$ cat src/rtl/map_ss_if.sv
// Save-state sequencer bus: request/status handshake, buffer RAM port and
// mapper save-state port.
interface map_ss_if;
  logic       save_req;
  logic       load_req;
  logic       abort;
  logic       busy;
  logic       done;
  logic       aborted;
  logic [7:0] buf_addr;
  logic [7:0] buf_wdat;
  logic       buf_we;
  logic [7:0] buf_rdat;
  logic       ss_act;
  logic [7:0] ss_addr;
  logic       ss_we;
  logic [7:0] ss_dat;
  logic       ss_stb;
  logic [7:0] ss_rdat;

  modport master (
    input  save_req, load_req, abort, buf_rdat, ss_rdat,
    output busy, done, aborted, buf_addr, buf_wdat, buf_we,
           ss_act, ss_addr, ss_we, ss_dat, ss_stb
  );

  modport slave (
    output save_req, load_req, abort, buf_rdat, ss_rdat,
    input  busy, done, aborted, buf_addr, buf_wdat, buf_we,
           ss_act, ss_addr, ss_we, ss_dat, ss_stb
  );
endinterface

$ cat src/rtl/map_ss_seq.sv
// Save-state sequencer: walks the mapper save-state registers, copying them
// into a byte buffer (save) or strobing buffer bytes back into the mapper (load).
module map_ss_seq #(
  parameter int unsigned N_REGS    = 128,
  parameter int unsigned SETUP_CYC = 2,
  parameter int unsigned STB_CYC   = 2
) (
  input  logic      clk,
  input  logic      rst,
  map_ss_if.master  bus
);

  localparam int unsigned CNT_MAX = (SETUP_CYC > STB_CYC) ? SETUP_CYC : STB_CYC;
  localparam int unsigned CNT_W   = $clog2(CNT_MAX + 1);
  localparam logic [7:0]       LAST_IDX   = 8'(N_REGS - 1);
  localparam logic [CNT_W-1:0] SETUP_LAST = CNT_W'(SETUP_CYC - 1);
  localparam logic [CNT_W-1:0] STB_LAST   = CNT_W'(STB_CYC - 1);

  typedef enum logic [2:0] {
    IDLE, S_SETUP, S_CAP, L_FETCH, L_SETUP, L_STB, L_HOLD, DONE
  } state_t;

  state_t           state, state_nxt;
  logic [7:0]       idx, idx_nxt;
  logic [CNT_W-1:0] cnt, cnt_nxt;
  logic [7:0]       ss_dat_q, ss_dat_nxt;
  logic             aborted_q, aborted_nxt;
  logic             last;

  assign last = (idx == LAST_IDX);

  // State register
  always_ff @(posedge clk or posedge rst) begin
    if (rst) begin
      state     <= IDLE;
      idx       <= 8'd0;
      cnt       <= '0;
      ss_dat_q  <= 8'd0;
      aborted_q <= 1'b0;
    end else begin
      state     <= state_nxt;
      idx       <= idx_nxt;
      cnt       <= cnt_nxt;
      ss_dat_q  <= ss_dat_nxt;
      aborted_q <= aborted_nxt;
    end
  end

  // Next-state, index, cycle counter and load-data capture
  always_comb begin
    state_nxt   = state;
    idx_nxt     = idx;
    ss_dat_nxt  = ss_dat_q;
    aborted_nxt = 1'b0;
    case (state)
      IDLE: begin
        idx_nxt = 8'd0;
        if (bus.save_req)      state_nxt = S_SETUP;
        else if (bus.load_req) state_nxt = L_FETCH;
      end
      S_SETUP: if (cnt == SETUP_LAST) state_nxt = S_CAP;
      S_CAP: begin
        if (last) state_nxt = DONE;
        else begin
          idx_nxt   = 8'(idx + 8'd1);
          state_nxt = S_SETUP;
        end
      end
      L_FETCH: begin
        ss_dat_nxt = bus.buf_rdat;
        state_nxt  = L_SETUP;
      end
      L_SETUP: if (cnt == SETUP_LAST) state_nxt = L_STB;
      L_STB:   if (cnt == STB_LAST)   state_nxt = L_HOLD;
      L_HOLD: begin
        if (last) state_nxt = DONE;
        else begin
          idx_nxt   = 8'(idx + 8'd1);
          state_nxt = L_FETCH;
        end
      end
      DONE: begin
        state_nxt  = IDLE;
        idx_nxt    = 8'd0;
        ss_dat_nxt = 8'd0;
      end
      default: state_nxt = IDLE;
    endcase
    if (bus.abort && (state != IDLE) && (state != DONE)) begin
      state_nxt   = IDLE;
      idx_nxt     = 8'd0;
      ss_dat_nxt  = 8'd0;
      aborted_nxt = 1'b1;
    end
    cnt_nxt = (state_nxt != state) ? '0 : CNT_W'(cnt + CNT_W'(1));
  end

  // Output decode
  always_comb begin
    bus.busy     = 1'b0;
    bus.done     = 1'b0;
    bus.aborted  = aborted_q;
    bus.buf_addr = idx;
    bus.buf_wdat = 8'd0;
    bus.buf_we   = 1'b0;
    bus.ss_act   = 1'b0;
    bus.ss_addr  = 8'd0;
    bus.ss_we    = 1'b0;
    bus.ss_dat   = ss_dat_q;
    bus.ss_stb   = 1'b0;
    if (state != IDLE) begin
      bus.busy    = 1'b1;
      bus.ss_act  = 1'b1;
      bus.ss_addr = idx;
    end
    case (state)
      S_CAP: begin
        bus.buf_we   = 1'b1;
        bus.buf_wdat = bus.ss_rdat;
      end
      L_SETUP: bus.ss_we = 1'b1;
      L_STB: begin
        bus.ss_we  = 1'b1;
        bus.ss_stb = 1'b1;
      end
      L_HOLD: begin
        bus.ss_we = 1'b1;
        // Present the next index early so the 1-cycle RAM has it ready in L_FETCH
        if (!last) bus.buf_addr = 8'(idx + 8'd1);
      end
      DONE: bus.done = 1'b1;
      default: ;
    endcase
  end

endmodule
$ cat src/flat_wrapper.sv
// flat-port wrapper written by rule: the top's interface ports become plain ports
module map_ss_seq_flat 
#(
  parameter int unsigned N_REGS    = 128,
  parameter int unsigned SETUP_CYC = 2,
  parameter int unsigned STB_CYC   = 2
)
  (clk, rst, bus_save_req, bus_load_req, bus_abort, bus_buf_rdat, bus_ss_rdat, bus_busy, bus_done, bus_aborted, bus_buf_addr, bus_buf_wdat, bus_buf_we, bus_ss_act, bus_ss_addr, bus_ss_we, bus_ss_dat, bus_ss_stb);
  map_ss_if bus_i ();
  input  logic clk;
  input  logic rst;
  input wire logic [$bits(bus_i.save_req)-1:0] bus_save_req;
  input wire logic [$bits(bus_i.load_req)-1:0] bus_load_req;
  input wire logic [$bits(bus_i.abort)-1:0] bus_abort;
  input wire logic [$bits(bus_i.buf_rdat)-1:0] bus_buf_rdat;
  input wire logic [$bits(bus_i.ss_rdat)-1:0] bus_ss_rdat;
  output wire logic [$bits(bus_i.busy)-1:0] bus_busy;
  output wire logic [$bits(bus_i.done)-1:0] bus_done;
  output wire logic [$bits(bus_i.aborted)-1:0] bus_aborted;
  output wire logic [$bits(bus_i.buf_addr)-1:0] bus_buf_addr;
  output wire logic [$bits(bus_i.buf_wdat)-1:0] bus_buf_wdat;
  output wire logic [$bits(bus_i.buf_we)-1:0] bus_buf_we;
  output wire logic [$bits(bus_i.ss_act)-1:0] bus_ss_act;
  output wire logic [$bits(bus_i.ss_addr)-1:0] bus_ss_addr;
  output wire logic [$bits(bus_i.ss_we)-1:0] bus_ss_we;
  output wire logic [$bits(bus_i.ss_dat)-1:0] bus_ss_dat;
  output wire logic [$bits(bus_i.ss_stb)-1:0] bus_ss_stb;
  assign bus_i.save_req = bus_save_req;
  assign bus_i.load_req = bus_load_req;
  assign bus_i.abort = bus_abort;
  assign bus_i.buf_rdat = bus_buf_rdat;
  assign bus_i.ss_rdat = bus_ss_rdat;
  assign bus_busy = bus_i.busy;
  assign bus_done = bus_i.done;
  assign bus_aborted = bus_i.aborted;
  assign bus_buf_addr = bus_i.buf_addr;
  assign bus_buf_wdat = bus_i.buf_wdat;
  assign bus_buf_we = bus_i.buf_we;
  assign bus_ss_act = bus_i.ss_act;
  assign bus_ss_addr = bus_i.ss_addr;
  assign bus_ss_we = bus_i.ss_we;
  assign bus_ss_dat = bus_i.ss_dat;
  assign bus_ss_stb = bus_i.ss_stb;
  map_ss_seq #(.N_REGS(N_REGS), .SETUP_CYC(SETUP_CYC), .STB_CYC(STB_CYC)) u_core (.clk(clk), .rst(rst), .bus(bus_i));
endmodule
$ cat config.mk
export PLATFORM = sky130hd
export DESIGN_NAME = map_ss_seq_flat
export DESIGN_NICKNAME = d
export VERILOG_FILES = /design/src/rtl/map_ss_if.sv /design/src/rtl/map_ss_seq.sv /design/src/flat_wrapper.sv
export SDC_FILE = /design/constraint.sdc
export NUM_CORES = 1
export LEC_CHECK = 0
export CAP_MARGIN = 20
export CORE_UTILIZATION = 43
export DETAILED_ROUTE_END_ITERATION = 6
export GPL_TIMING_DRIVEN = 1
export MAX_ROUTING_LAYER = met4
export PLACE_DENSITY = 0.89
export SLEW_MARGIN = 15
export SYNTH_ARGS = -nofsm -noshare
export SYNTH_HDL_FRONTEND = slang
export SYNTH_SLANG_ARGS = --single-unit
$ cat constraint.sdc
create_clock -name clk -period 1.97 [get_ports clk]
set_input_delay 0.197 -clock clk [delete_from_list [all_inputs] [get_ports clk]]
set_output_delay 0.197 -clock clk [all_outputs]
set_load 0.01 [all_outputs]
Yosys cells after proc, flatten, opt, wreduce, memory -nomap -nowiden

Cells that the tools add are included.

Register bits: 22
Output and inout port bits: 39

Add/subtract/negate cells: 2
Equality and inequality tests: 11
Mux-type cells: 24
Reduce and logical (&&, ||, !) cells: 9

Operators by type and width:

| operator                                       | number |
|---|---|
| two-way mux 8 bit                              | 6 |
| one-hot mux 8 bit (2 select lines)             | 2 |
| two-way mux 3 bit                              | 8 |
| one-hot mux 3 bit (8 select lines)             | 1 |
| == test 3 bit (second input constant)          | 4 |
| nonzero test 3 bit                             | 3 |
| adder 8 x 1 -> 8 bit (second input constant)   | 1 |
| == test 8 x 7 -> 1 bit (second input constant) | 1 |
| == test 3 x 2 -> 1 bit (second input constant) | 2 |
| two-way mux 1 bit                              | 6 |
| OR reduction 2 bit                             | 2 |
| == test 3 x 1 -> 1 bit (second input constant) | 1 |
| logical NOT 3 bit                              | 1 |
| != test 3 bit                                  | 1 |
| != test 3 bit (second input constant)          | 1 |
| OR reduction 3 bit                             | 1 |
| adder 2 x 1 -> 2 bit (second input constant)   | 1 |
| == test 2 x 1 -> 1 bit (second input constant) | 1 |
| logical AND 1 bit                              | 2 |
| two-way mux 2 bit                              | 1 |

Logic depth before layout (Yosys ltp)

Gate-level depths: netlist of the first run.

Depth after elaboration: 6
Depth in mapped cells: 6
Mapped depth without buffers: 5

Least setup slack after synthesis of the first run

No wires, ideal clock.

Path kind: register -> output
Start point: register u_core.idx[0]
End point: output port bus_buf_addr[7]
Data arrival time: 1.532 ns
Required time: 1.773 ns
Slack: 0.241 ns
Stages on the path, launching flop included: 5
Path buffers: 1
Cell sequence: dfrtp_1 ha_1 and3_1 buf_4 o41ai_1

Word-level cells in the longest chain between the ends: 3

Ends and longest elaborated chain:

| item                                                           | line                                | text |
|---|---|---|
| from (decl)                                                    | map_ss_seq.sv:24                    | `logic [7:0] idx, idx_nxt;` |
| from (signal assigned)                                         | map_ss_seq.sv:42                    | `idx <= idx_nxt;` |
| adder 8 x 1 -> 8 bit or == test 8 x 7 -> 1 bit (tied branches) | map_ss_seq.sv:129, map_ss_seq.sv:30 |  |
| two-way mux 8 bit (*)                                          | --                                  |  |
| two-way mux 8 bit (*)                                          | map_ss_seq.sv:116                   | `case (state)` |
| to (decl)                                                      | flat_wrapper.sv:20                  | `output wire logic [$bits(bus_i.buf_addr)-1:0] bus_buf_addr;` |

Mark *: on every way between the ends. The rest lies on a longest branch, timed or not.

Worst setup path in the final report of the first run

Start point: register u_core.idx[1]
End point: output port bus_buf_addr[3]

The elaborated chain is that of the path after synthesis.

==> results.ini, run 1 <==
[status]
status = finished clean

[timing]
grt_setup_unrepaired = true
setup_viol = 0
slew_headroom = 0.7031
worst_pin_slew_ns = 0.4440
finalCriticalPeriod_ns = 1.965
fin_tns_setup_ns = 0
timing.fmax_ghz = 0.5089
post-route-period-util = 0.9976
timing.final.max_slew_violations = 0
post-route-worst-setup-slack_ns = 0.004822
skew_ns = 0.001707
finalHoldViolations = 0

[cts]
cts_sinks = 22
cts_buffers = 3
cts-root-buf = clkbuf_4
path_clk_slew_ns = 0.13
htree_levels = 1
clockBufferDepth = 2
worstSkewPairLatency_ns = 0.32
cts_tree = built

[place]
dp.cells = 283
hpwl_um = 3072
gp_congestion = 0.9387
pre_cts_slack_ns = -0.09107
io_buffers = 59

[synthesis]
ys_seq_elements = 22
synthTopCellsByCount = dfrtp_1, nor2_1, a21oi_1
syn_inst = 168
synth_nets = 191
yosysWarningCount = 0
synth_ff_type = dfrtp_1
yosysTopAreaCell = dfrtp_1
syn_area_um2 = 1461
async_reset_ff_frac = 1.000
syn_avg_cell_area_um2 = 8.699
ys_types = 45
yosysSeqAreaShare = 0.3767
synth.most_common_cell = dfrtp_1
synth-edff-count = 0
yosys-top-cells-area = dfrtp_1, a21oi_1, nor2_1
netlist.area_leader.share = 0.3767

[floorplan]
ios = 60
start_util = 0.4672
die_w_um = 60.30
die_y_um = 60.30
core_region_area_um2 = 3128
rows = 20
die_area_um2 = 3635

[route]
vias = 1688
first_pass_iters = 4
wl_per_cell_um = 16.45
detail_route.wirelength_um = 4869
viasPerCell = 5.703
drt-initial-drc-count = 190
antenna_left = 0
drc_errors = 0

[power]
leakagePower_nw = 1.177
p_total_mw = 2.265
ir_worst_vdd_v = 0.0006676
powerDensity_nw_per_um2 = 949.9

[worst_setup_path]
crit_type = reg2out
arrival_ns = 1.77
crit_path_end_kind = output pin
worst_ep_required_time_ns = 1.77
cp-start-kind = register
worstPathMaxFanout = 5

[grt]
first_global_vias = 1561
grt-ovfl-total = 0
track_usage = 0.2807
antenna_found_initial = 0
grt_pass1_wl_um = 7238
grt_max_degree = 24

[layout]
syn2layout_area_growth_pct = 63.19
drive_above_1_share = 0.2937
finalNonFillerCells = 296
nFillCells = 210
n_antenna_cell = 0
num-nets-final = 276

[job]
maxCapViolations = 0

[worst_hold_path]
holdCritPathClass = in2async

-- final timing paths --
| kind | cells past startpoint | startpoint | to | slack (ns) |
|---|---|---|---|---|
| min in group clk | 1 | u_core.cnt[0] | u_core.cnt[0] | 0.46 |
| setup / recovery | 7 | u_core.idx[1] | bus_buf_addr[3] | 0.005 |
| hold reg to reg | 1 | u_core.cnt[0] | u_core.cnt[0] | 0.46 |
| max in group asynchronous | 3 | rst | u_core.idx[4] | 1.54 |
| setup reg to reg | 6 | u_core.state[2] | u_core.idx[3] | 0.29 |
| hold / removal | 3 | rst | u_core.bus.aborted | 0.20 |
-- cell usage in the layout, fill, tap and decap left out, types with 2 or more instances in the layout --
cell	n
dlygate4sd2_1	21
and3_1	9
o22ai_1	2
nor2_1	13
nor3_1	4
clkdlybuf4s50_1	29
nand2_2	2
buf_2	3
dlymetal6s2s_1	2
o21ai_1	3
nor2_4	3
a21oi_1	15
dfrtp_2	3
inv_1	8
o21ai_0	8
nand2b_1	3
dfrtp_1	19
nand3_2	3
and2_1	6
buf_6	4
buf_4	27
a22o_1	8
clkbuf_4	3
and3_4	2
nor2_2	4
clkbuf_2	3
a31oi_1	2
nand2_1	11
-- report_power, final --
group          switching (mW)  leakage (nW)  internal (mW)
combinational           0.649         0.855          0.628
sequential             0.0733         0.294          0.559
clock                   0.151        0.0279          0.206
-- through the flow --
step                      hold WS (ns)  utilization  area [um^2]
after floorplan                 0.1862            -         1461
final                           0.1974       0.7624         2385
after detailed placement        0.4417       0.7060         2208
after global routing            0.2285       0.7624         2385
after CTS                       0.2061       0.7452         2331
after global placement          0.4271       0.7060         2208
-- worst max-delay path, stage by stage (launching register included) --
cell	delay [ns]
dfrtp_1	0.39
ha_2	0.19
buf_4	0.15
nand3_4	0.15
nor2_4	0.13
nor2_1	0.07
a31oi_1	0.19
buf_2	0.18
-- per-layer routing --
layer  up-vias  GRT usage  routed length [um]
met5         -          -                   0
met2        91     0.4678                2399
met4         0     0.1429                 185
li1        771          -                   -
met1       807     0.3342                1964
met3        19    0.02597                 319
-- what timing repair did --
action                                  in CTS  in global routing
hold buffers                                 0                  0
gates cloned                                 1                  0
pin swaps                                    5                  4
resized for setup                           62                 21
setup buffers                                5                  3
endpoints found under the setup margin      29                 10
-- sequential cells by signal, indices dropped and copies added (netlist names) --
register and flops:
u_core.state 3, u_core.idx 8, u_core.bus.aborted 1, u_core.bus.ss_dat 8
u_core.cnt 2
-- final cells by class --
cell class,instances,area (um^2),area share
repair buffers,89,777.0,0.3258
multi-input cells,128,912.1,0.3825
flip-flops and latches,22,554.3,0.2324
clock buffers,3,22.52,0.009444
well taps,44,55.05,0.02308
inverters,9,33.78,0.01417
clock inverters,1,30.03,0.01259
-- logic make-up (layout without fill, tap and decap cells) --
logic type	Yosys count	count (layout)	share of synthesized area
AO/OA/AOI/OAI	49	49	0.2277
XOR/XNOR	1	1	0.005994
adder cells (fa/ha/maj)	2	2	0.01712
buffers and inverters	19	102	0.06677
flip-flops	22	22	0.3767
multiplexers	2	2	0.01455
AND/OR/NAND/NOR	73	74	0.2911
Power figures use the tool's default switching activity.
==> inputs of run 2 (changes only) <==
--- a/config.mk
+++ b/config.mk
@@ -10,7 +10,7 @@
 export DETAILED_ROUTE_END_ITERATION = 6
 export GPL_TIMING_DRIVEN = 1
 export MAX_ROUTING_LAYER = met4
-export PLACE_DENSITY = 0.89
+export PLACE_DENSITY = 0.8
 export SLEW_MARGIN = 15
 export SYNTH_ARGS = -nofsm -noshare
 export SYNTH_HDL_FRONTEND = slang
==> run 2 against run 1 <==
Net effect: the flow now finishes with violations (negative setup slack); sequential cell count unchanged; via count fell by 5.3%; combinational power is essentially flat.
==> results.ini, run 2 (synthesized netlist as in run 1, its figures left out) <==
[timing]
worst_pin_slew_ns = 0.5431  ; +0.09905 ns
skew_ns = 0.001751  ; +0.00004422 ns
grt_setup_unrepaired = true
post-route-period-util = 1.020  ; +0.02227
setup_viol = 2  ; +2
timing.fmax_ghz = 0.4977  ; -2.2%
timing.final.max_slew_violations = 0  ; unchanged
finalHoldViolations = 0  ; unchanged
slew_headroom = 0.6360  ; -0.06708
finalCriticalPeriod_ns = 2.009  ; +0.04387 ns
post-route-worst-setup-slack_ns = -0.03904  ; -0.04387 ns
fin_hold_ws_ns = 0.2012  ; +0.003809 ns

[place]
gp_congestion = 0.9343  ; -0.47%
dp.cells = 285  ; +0.71%
io_buffers = 59  ; unchanged
hpwl_um = 3423  ; +11%

[floorplan]
rows = 20  ; unchanged
die_w_um = 60.30  ; unchanged
ios = 60  ; unchanged
die_area_um2 = 3635  ; unchanged
start_util = 0.4672  ; unchanged
die_y_um = 60.30  ; unchanged
core_region_area_um2 = 3128  ; unchanged

[cts]
cts_buffers = 3  ; unchanged
path_clk_slew_ns = 0.14  ; about the same
cts-root-buf = clkbuf_4
clockBufferDepth = 2  ; unchanged
cts_tree = built
cts_sinks = 22  ; unchanged
htree_levels = 1  ; unchanged
worstSkewPairLatency_ns = 0.33  ; about the same

[power]
leakagePower_nw = 1.243  ; +5.6%
powerDensity_nw_per_um2 = 940.7  ; -0.96%
p_total_mw = 2.243  ; -0.96%
ir_worst_vdd_v = 0.0007131  ; +6.8%

[worst_setup_path]
r2r_setup_slack_ns = 0.24  ; -0.05 ns
worstPathMaxFanout = 5  ; unchanged
crit_path_end_kind = output pin
cp-start-kind = register
arrival_ns = 1.81  ; +0.04 ns
r2r_cells = 6  ; unchanged
worst_ep_required_time_ns = 1.77  ; about the same
regToRegStartpoint = u_core.state[2]
crit_type = reg2out
r2r_end = u_core.idx[3]

[layout]
final_common_cell = clkdlybuf4s50_1
n_antenna_cell = 0  ; unchanged
drive_above_1_share = 0.2806  ; -0.01302
finalNonFillerCells = 297  ; +0.34%
layout_common_cells = clkdlybuf4s50_1, buf_4, dfrtp_1, dlygate4sd2_1, a21oi_1
nFillCells = 237  ; +13%
num-nets-final = 277  ; +0.36%
syn2layout_area_growth_pct = 63.19  ; unchanged

[route]
wl_per_cell_um = 15.62  ; -5.0%
antenna_left = 0  ; unchanged
vias = 1599  ; -5.3%
detail_route.wirelength_um = 4639  ; -4.7%
viasPerCell = 5.384  ; -5.6%
drt-initial-drc-count = 78  ; -59%
drc_errors = 0  ; unchanged
first_pass_iters = 4  ; unchanged

[grt]
grt_max_degree = 24  ; unchanged
track_usage = 0.2884  ; +0.007782
antenna_found_initial = 0  ; unchanged
grt-ovfl-total = 0  ; unchanged
grt_pass1_wl_um = 7369  ; +1.8%
first_global_vias = 1561  ; unchanged

[worst_hold_path]
holdCritPathClass = in2async

[job]
maxCapViolations = 0  ; unchanged

[status]
status = complete, but fails checks
failed_checks = negative setup slack

[run 2: cell count changes in the layout (fill, tap and decap cells not counted), sizes merged]
cell / change
nor2: -1
dlygate4sd2: -5
dlymetal6s2s: +4
clkdlybuf4s50: +1
buf: +2
[run 2: worst max path at each step]
| stage | start | to | slack (ns) | cells after the start |
|---|---|---|---|---|
| 6_report | u_core.idx[0] | bus_buf_addr[4] | -0.04 | 7 |
| 3_3_place_gp | u_core.idx[1] | bus_buf_addr[6] | -0.09 | 6 |
| 2_1_floorplan | u_core.idx[0] | bus_buf_addr[7] | 0.24 | 4 |
| 3_5_place_dp | u_core.idx[1] | bus_buf_addr[6] | -0.14 | 6 |
| 4_1_cts | u_core.idx[1] | bus_buf_addr[6] | -0.19 | 6 |
| 5_1_grt | u_core.idx[1] | bus_buf_addr[4] | -0.11 | 7 |
[run 2: what timing repair did]
action / in CTS / in global routing
endpoints found under the hold margin: 0 / 0
gates cloned: 0 / 0
hold buffers: 0 / 0
pin swaps: 3 / 4
gates resized for setup: 49 / 28
setup endpoints to repair: 29 / 14
setup buffers: 5 / 3
[run 2: metrics by stage]
step | TNS, ns | util | setup slack [ns] | area [um^2]
after global placement | -0.1056 | 0.7108 | -0.09070 | 2223
after detailed placement | -0.1766 | 0.7108 | -0.1419 | 2223
after CTS | -0.8367 | 0.7440 | -0.1916 | 2327
final | -0.04097 | 0.7624 | -0.03904 | 2385
after floorplan | 0 | - | 0.2412 | 1461
after global routing | -0.3539 | 0.7624 | -0.1148 | 2385
[run 2: worst max-delay path: stages (launching register included)]
cell           delay, ns
dfrtp_1             0.38
ha_2                0.19
buf_4               0.15
nand3_4             0.11
buf_4               0.15
nor3_2              0.14
a21oi_1             0.08
dlygate4sd2_1       0.29
[run 2: final cells by class]
| class | count | area (um^2) | area share |
|---|---|---|---|
| clock buffers | 3 | 22.52 | 0.009444 |
| clock inverters | 1 | 30.03 | 0.01259 |
| inverters | 9 | 33.78 | 0.01417 |
| multi-input cells | 127 | 885.9 | 0.3715 |
| flip-flops and latches | 22 | 551.8 | 0.2314 |
| well taps | 44 | 55.05 | 0.02308 |
| repair buffers | 91 | 805.8 | 0.3379 |
[run 2: where the power goes]
part / internal, mW / switching, mW / total (mW)
Clock: 0.206 / 0.164 / 0.370
Sequential: 0.559 / 0.0688 / 0.628
Combinational: 0.620 / 0.625 / 1.25
[run 2: metal layers]
| metal | up-vias | track usage | part of all wire |
|---|---|---|---|
| li1 | 769 | - | - |
| met1 | 759 | 0.3718 | 0.45 |
| met2 | 62 | 0.4411 | 0.48 |
| met3 | 9 | 0.04329 | 0.046 |
| met4 | 0 | 0.1329 | 0.022 |
| met5 | - | - | 0 |
==> inputs of run 3 (changes only) <==
--- a/config.mk
+++ b/config.mk
@@ -5,8 +5,10 @@
 export SDC_FILE = /design/constraint.sdc
 export NUM_CORES = 1
 export LEC_CHECK = 0
+export ABC_CLOCK_PERIOD_IN_PS = 1970
 export CAP_MARGIN = 20
 export CORE_UTILIZATION = 43
+export CTS_CLUSTER_SIZE = 25
 export DETAILED_ROUTE_END_ITERATION = 6
 export GPL_TIMING_DRIVEN = 1
 export MAX_ROUTING_LAYER = met4
==> results of run 3 <==
The final DEF is identical to that of run 2; final timing and power are the same.
